[src/rtl/mod_red_pipe.sv]
// Four-stage Barrett modular reducer: out_r = in_x mod q for a 2K-bit product.
// The whole pipeline advances as one unit under a single ready/valid handshake.
module mod_red_pipe #(
    parameter int unsigned K = 32
) (
    input  logic           clk,
    input  logic           reset,
    input  logic           in_valid,
    output logic           in_ready,
    input  logic [2*K-1:0] in_x,
    input  logic [K-1:0]   q,
    input  logic [K:0]     mu,
    output logic           out_valid,
    input  logic           out_ready,
    output logic [K-1:0]   out_r,
    output logic           busy
);

    localparam int unsigned PW = 2 * K + 2;

    logic           adv;

    logic           v1_q, v1_d;
    logic [2*K-1:0] x1_q, x1_d;
    logic [PW-1:0]  t1_q, t1_d;

    logic           v2_q, v2_d;
    logic [2*K-1:0] x2_q, x2_d;
    logic [PW-1:0]  t2_q, t2_d;

    logic           v3_q, v3_d;
    logic [K+1:0]   r3_q, r3_d;

    logic           out_valid_q, out_valid_d;
    logic [K-1:0]   out_r_q, out_r_d;

    logic [K+1:0]   q_ext;
    logic [K+1:0]   r_a;
    logic [K+1:0]   r_b;

    always_comb begin
        adv = !out_valid_q || out_ready;

        // r entering S4 is below 3q, so two conditional subtractions suffice
        q_ext = (K+2)'(q);
        r_a   = (r3_q >= q_ext) ? (r3_q - q_ext) : r3_q;
        r_b   = (r_a >= q_ext) ? (r_a - q_ext) : r_a;

        v1_d        = v1_q;
        x1_d        = x1_q;
        t1_d        = t1_q;
        v2_d        = v2_q;
        x2_d        = x2_q;
        t2_d        = t2_q;
        v3_d        = v3_q;
        r3_d        = r3_q;
        out_valid_d = out_valid_q;
        out_r_d     = out_r_q;

        if (adv) begin
            v1_d        = in_valid;
            x1_d        = in_x;
            t1_d        = PW'(in_x >> (K - 1)) * PW'(mu);

            v2_d        = v1_q;
            x2_d        = x1_q;
            t2_d        = PW'(t1_q >> (K + 1)) * PW'(q);

            // True difference is below 3q < 2^(K+2), so the low K+2 bits are exact
            v3_d        = v2_q;
            r3_d        = (K+2)'(x2_q) - (K+2)'(t2_q);

            out_valid_d = v3_q;
            out_r_d     = K'(r_b);
        end
    end

    always_ff @(posedge clk or negedge reset) begin
        if (!reset) begin
            v1_q        <= 1'b0;
            x1_q        <= '0;
            t1_q        <= '0;
            v2_q        <= 1'b0;
            x2_q        <= '0;
            t2_q        <= '0;
            v3_q        <= 1'b0;
            r3_q        <= '0;
            out_valid_q <= 1'b0;
            out_r_q     <= '0;
        end else begin
            v1_q        <= v1_d;
            x1_q        <= x1_d;
            t1_q        <= t1_d;
            v2_q        <= v2_d;
            x2_q        <= x2_d;
            t2_q        <= t2_d;
            v3_q        <= v3_d;
            r3_q        <= r3_d;
            out_valid_q <= out_valid_d;
            out_r_q     <= out_r_d;
        end
    end

    assign in_ready  = adv;
    assign out_valid = out_valid_q;
    assign out_r     = out_r_q;
    assign busy      = v1_q | v2_q | v3_q | out_valid_q;

endmodule

[config.mk]
export PLATFORM = sky130hd
export DESIGN_NAME = mod_red_pipe
export DESIGN_NICKNAME = d
export VERILOG_FILES = /design/src/rtl/mod_red_pipe.sv
export SDC_FILE = /design/constraint.sdc
export NUM_CORES = 2
export LEC_CHECK = 0
export ABC_AREA = 1
export BUFFER_PORTS_ARGS = -buffer_cell sky130_fd_sc_hd__buf_2
export CELL_PAD_IN_SITES_DETAIL_PLACEMENT = 1
export CELL_PAD_IN_SITES_GLOBAL_PLACEMENT = 1
export CORE_MARGIN = 2
export CORE_UTILIZATION = 45
export CTS_CLUSTER_DIAMETER = 40
export DETAILED_ROUTE_END_ITERATION = 7
export GPL_ROUTABILITY_DRIVEN = 1
export PLACE_DENSITY = 0.83
export SLEW_MARGIN = 20
export SYNTH_ARGS = -nofsm -noshare
export SYNTH_HDL_FRONTEND = slang
export SYNTH_SLANG_ARGS = --single-unit
[constraint.sdc]
create_clock -name clk -period 6.81 [get_ports clk]
set_input_delay 0.681 -clock clk [delete_from_list [all_inputs] [get_ports clk]]
set_output_delay 0.681 -clock clk [all_outputs]
set_load 0.1 [all_outputs]
### Word-level counts from Yosys, hierarchy flattened

Index checks and enable logic that the tools add are counted.

| operators by class | value |
|---|---|
| $add $sub $neg | 3 |
| multipliers | 2 |
| divide/modulo/power cells | 0 |
| order comparisons | 2 |
| equal/unequal tests | 0 |
| shift operators | 0 |
| multiplexer cells | 2 |
| bitwise gates (word level) | 3 |
| reduce and logical (&&, ||, !) cells | 2 |

Operator list:

| kind | count |
|---|---|
| greater-or-equal comparator 34 x 32 -> 1 bit | 2 |
| multiplier 33 x 33 -> 66 bit | 1 |
| multiplier 33 x 32 -> 34 bit | 1 |
| two-way mux 34 bit | 1 |
| subtractor 34 x 32 -> 34 bit | 1 |
| subtractor 34 bit | 1 |
| two-way mux 32 bit | 1 |
| subtractor 32 bit | 1 |
| OR 1 bit | 3 |
| logical NOT 1 bit | 1 |
| logical OR 1 bit | 1 |

| storage, ports and cells | value |
|---|---|
| register bits | 238 |
| bits in latches | 0 |
| RAM bits | 0 |
| ROM bits | 0 |
| output and inout bits | 35 |
| memories kept | 0 |

### Logic depth before layout (Yosys ltp)

| logic depth | value |
|---|---|
| depth after elaboration | 4 |
| gate-level depth with buffers | 35 |

### Worst setup path before layout

OpenSTA, ideal clock, no wires.

| path | value |
|---|---|
| path type | input port to flip-flop |
| from | input port in_x[59] |
| to | register t1_q[53] |
| setup time | 123 ps |
| arrival time | 7030 ps |
| setup slack | -343 ps |
| cell stages on the path | 27 |
| buffers on the path | 2 |
| cell sequence | clkbuf_1 > clkbuf_1 > nand2_1 > fa_1 > inv_1 > fa_1 > fa_1 > inv_1 > fa_1 > inv_1 > fa_1 > fa_1 > fa_1 > inv_1 > fa_1 > inv_1 > ha_1 > nand2_1 > nor2_1 > inv_1 > nor4_1 > o21ai_0 > nand3b_1 > a21oi_1 > and2_1 > o21ai_0 > nand2_1 |

| between the ends | value |
|---|---|
| longest elaborated chain between the ends | 1 |

Ends and longest elaborated chain:

| item | line | source |
|---|---|---|
| start: declaration | 10 | `input logic [2*K-1:0] in_x,` |
| multiplier 33 x 33 -> 66 bit | 63 | `t1_d = PW'(in_x >> (K - 1)) * PW'(mu);` |
| end signal: assignment | 93 | `t1_q <= t1_d;` |
| end: declaration | 25 | `logic [PW-1:0] t1_q, t1_d;` |

No other way between the ends.
A chain may end at the register's enable or synchronous reset.

### Worst setup path after layout

| path | value |
|---|---|
| from | input port in_x[59] |
| to | register t1_q[63] |

The elaborated chain is that of the path after synthesis.

==> impl_metrics.toml <==
[detailed_routing]
wl_per_cell_um = 28.4
vias = 71700
wl_met3_um = 37500
met1_length_um = 116000
drt_iter0_markers = 6889
drtPass1Iterations = 8
dr_wl_met2_um = 161000
vias_per_cell = 5.80
totalWireLength_um = 351000
top_layer = "met5"
ant_nets = 0
route.detailed.drc = 0

[clock_network]
cts_buffers = 45
htreeDepth = 2
clk_latency_ns = 0.60
clockBufferDepth = 3
path_clk_slew_ns = 0.05
cts_root_buf = "clkbuf_16"
cts_tree = "done"
cts_num_sinks = 205

[synthesis]
synth_area_sq_um = 70100
synth_area_per_cell_sq_um = 7.34
synth_nets = 11600
yosys_warnings = 0
synth_edf_count = 0
seq_area_frac_synth_pct = 7.32
ys_async_sr_fraction_pct = 100
yosysUniqueCellTypes = 55
syn_inst = 9545
synth-seq-cells = 205
synth_flop_cell = "dfrtp_1"

[finish]
layout_commonest_cell = "nand2_1"
nFillCells = 19100
final_util_pct = 55.1
final_cell_mix = "nand2_1, inv_1, fa_1, buf_4, ha_1"
area_delta_synth_final_pct = 21.4
fin_nets = 12300
drive_gt1_share_pct = 18.0

[sta]
finalHoldViolCount = 0
fin_crit_sh_pct = 135
slew_headroom_pct = 30.1
fin_skew_ns = 0.0603
rsz0062_at_grt = "true"
max_freq_ghz = 0.108
period_needed_ns = 9.23
slew_violations = 0
tightestPinTransition_ns = 1.05
setup_slack_ns = -2.42
tns_ns = -63.20
setup_viol = 46

[grt]
grt_overflow_total = 0
grt_pass1_vias = 78200
grt_pass1_wl_um = 452000
grt_max_degree = 119
grt_usage_pct = 37.1
antenna_found_initial = 31

[floorplan]
start_util_pct = 45.4
core_sq_um = 154000
die_w_um = 399
die_area_sq_um = 159000
die_y_um = 399
ioPinCount = 168
row_count = 144

[worst_setup_path]
path_buf_inv = 8
critPathKind = "input pin to flip-flop"
slowest_stage = "fa_1"
end_kind = "flip-flop"
critPathArrivalTime_ns = 9.76
start_kind = "input pin"
required_ns = 7.35
cpMostUsedCell = "fa_1"
cp_max_fo = 6
crit_path_max_incr_delay_ns = 1.23
cp_top_family = "adder cells"

[job]
maxCapViolCount = 0

[place]
portBuffers = 167
dp_hpwl_um = 244000
gp_congestion = 0.976

[hold_path]
worstHoldPathType = "input pin to asynchronous set/reset pin"

[outcome]
violations = "negative setup slack"
status = "finished, violations left"
-- area by class of cell --
class	instances	area [sq um]	share of cell area [%]
tap	2044	2560	3.00
clock inverter	30	418	0.491
timing repair buffer	1134	10000	11.8
antenna	15	37.5	0.0441
clock buffer	52	1200	1.41
sequential	205	5140	6.04
inverter	2754	10400	12.2
multi-input combinational	6135	55400	65.0
-- synth_stat cells, types with 37 or more instances --
master       n  area share, %
a21oi_1    232            1.7
nor2_1     284            1.5
clkbuf_1   417            2.2
nand4_1     44           0.39
o21ai_0    210            1.5
nand2_1   2778             15
dfrtp_1    205            7.3
or2_2       37           0.33
xnor2_1     56           0.70
nand3_1    281            2.0
fa_1      1428             41
ha_1       483            8.6
inv_1     2750             15
-- final timing paths --
| path | start | endpoint | slack (ns) | cells past startpoint |
|---|---|---|---|---|
| setup / recovery | in_x[59] | t1_q[63]$_DFFE_PN0P_ | -2.42 | 27 |
| hold / removal | reset | out_r[2]$_DFFE_PN0P_ | 0.16 | 1 |
| setup reg to reg | t1_q[49]$_DFFE_PN0P_ | t2_q[24]$_DFFE_PN0P_ | -0.30 | 26 |
| hold reg to reg | out_r[23]$_DFFE_PN0P_ | out_r[23]$_DFFE_PN0P_ | 0.47 | 2 |
| max in group asynchronous | reset | t1_q[50]$_DFFE_PN0P_ | 5.45 | 2 |
| min in group clk | in_x[22] | x1_q[22]$_DFFE_PN0P_ | 0.29 | 3 |
-- sequential cells by signal, indices dropped and copies added, names as in the netlist --
register,cells
v1_q,1
out_valid,1
r3_q,34
x2_q,34
t1_q,33
v3_q,1
out_r,32
v2_q,1
x1_q,34
t2_q,34
-- per-stage QoR --
stage | worst slack (ns) | area, sq um | hold WS (ns) | std cells
final | -2.42 | 85100 | 0.165 | 12400
after global routing | -2.20 | 85100 | 0.234 | 12400
after CTS | -0.150 | 82500 | 0.211 | 12300
after detailed placement | -1.36 | 79400 | 0.457 | 12200
after global placement | -1.06 | 79400 | 0.451 | 12200
after floorplan | -0.0228 | 70900 | 0.385 | 9545
-- per-layer routing --
metal / up-vias / global-route usage, %
met5: - / 0
met4: 34 / 20.7
met3: 2392 / 5.47
met2: 4779 / 65.8
met1: 35800 / 42.9
li1: 28700 / -
-- what timing repair did --
action / in CTS / in global routing
gates resized for setup: 351 / 551
hold buffers: 0 / 0
gates cloned: 2 / 10
pin swaps: 108 / 224
buffers inserted: 30 / 64
endpoints found under the setup margin: 48 / 53
-- worst reg2reg max path, delay by kind of cell, from the launching register on --
kind / cells / cell delay (ns)
fa+ha+maj: 9 / 4.60
compound gates: 3 / 0.38
buf+inv: 8 / 0.72
simple gates: 6 / 0.80
flops: 1 / 0.52
-- cells by family (layout without fill, tap and decap cells) --
kind of cell / after synthesis / after routing / share of synthesized area [%]
simple gates: 3538 / 3538 / 20.2
buf+inv: 3205 / 3970 / 17.2
fa+ha+maj: 1911 / 1911 / 49.4
compound gates: 598 / 598 / 4.77
flops: 205 / 205 / 7.32
xor+xnor: 88 / 88 / 1.10
other cells: 0 / 15 / 0
Power is left out: the tool's default activity adds up to more than one toggle a clock period on the data nets, which glitch-free logic cannot reach.
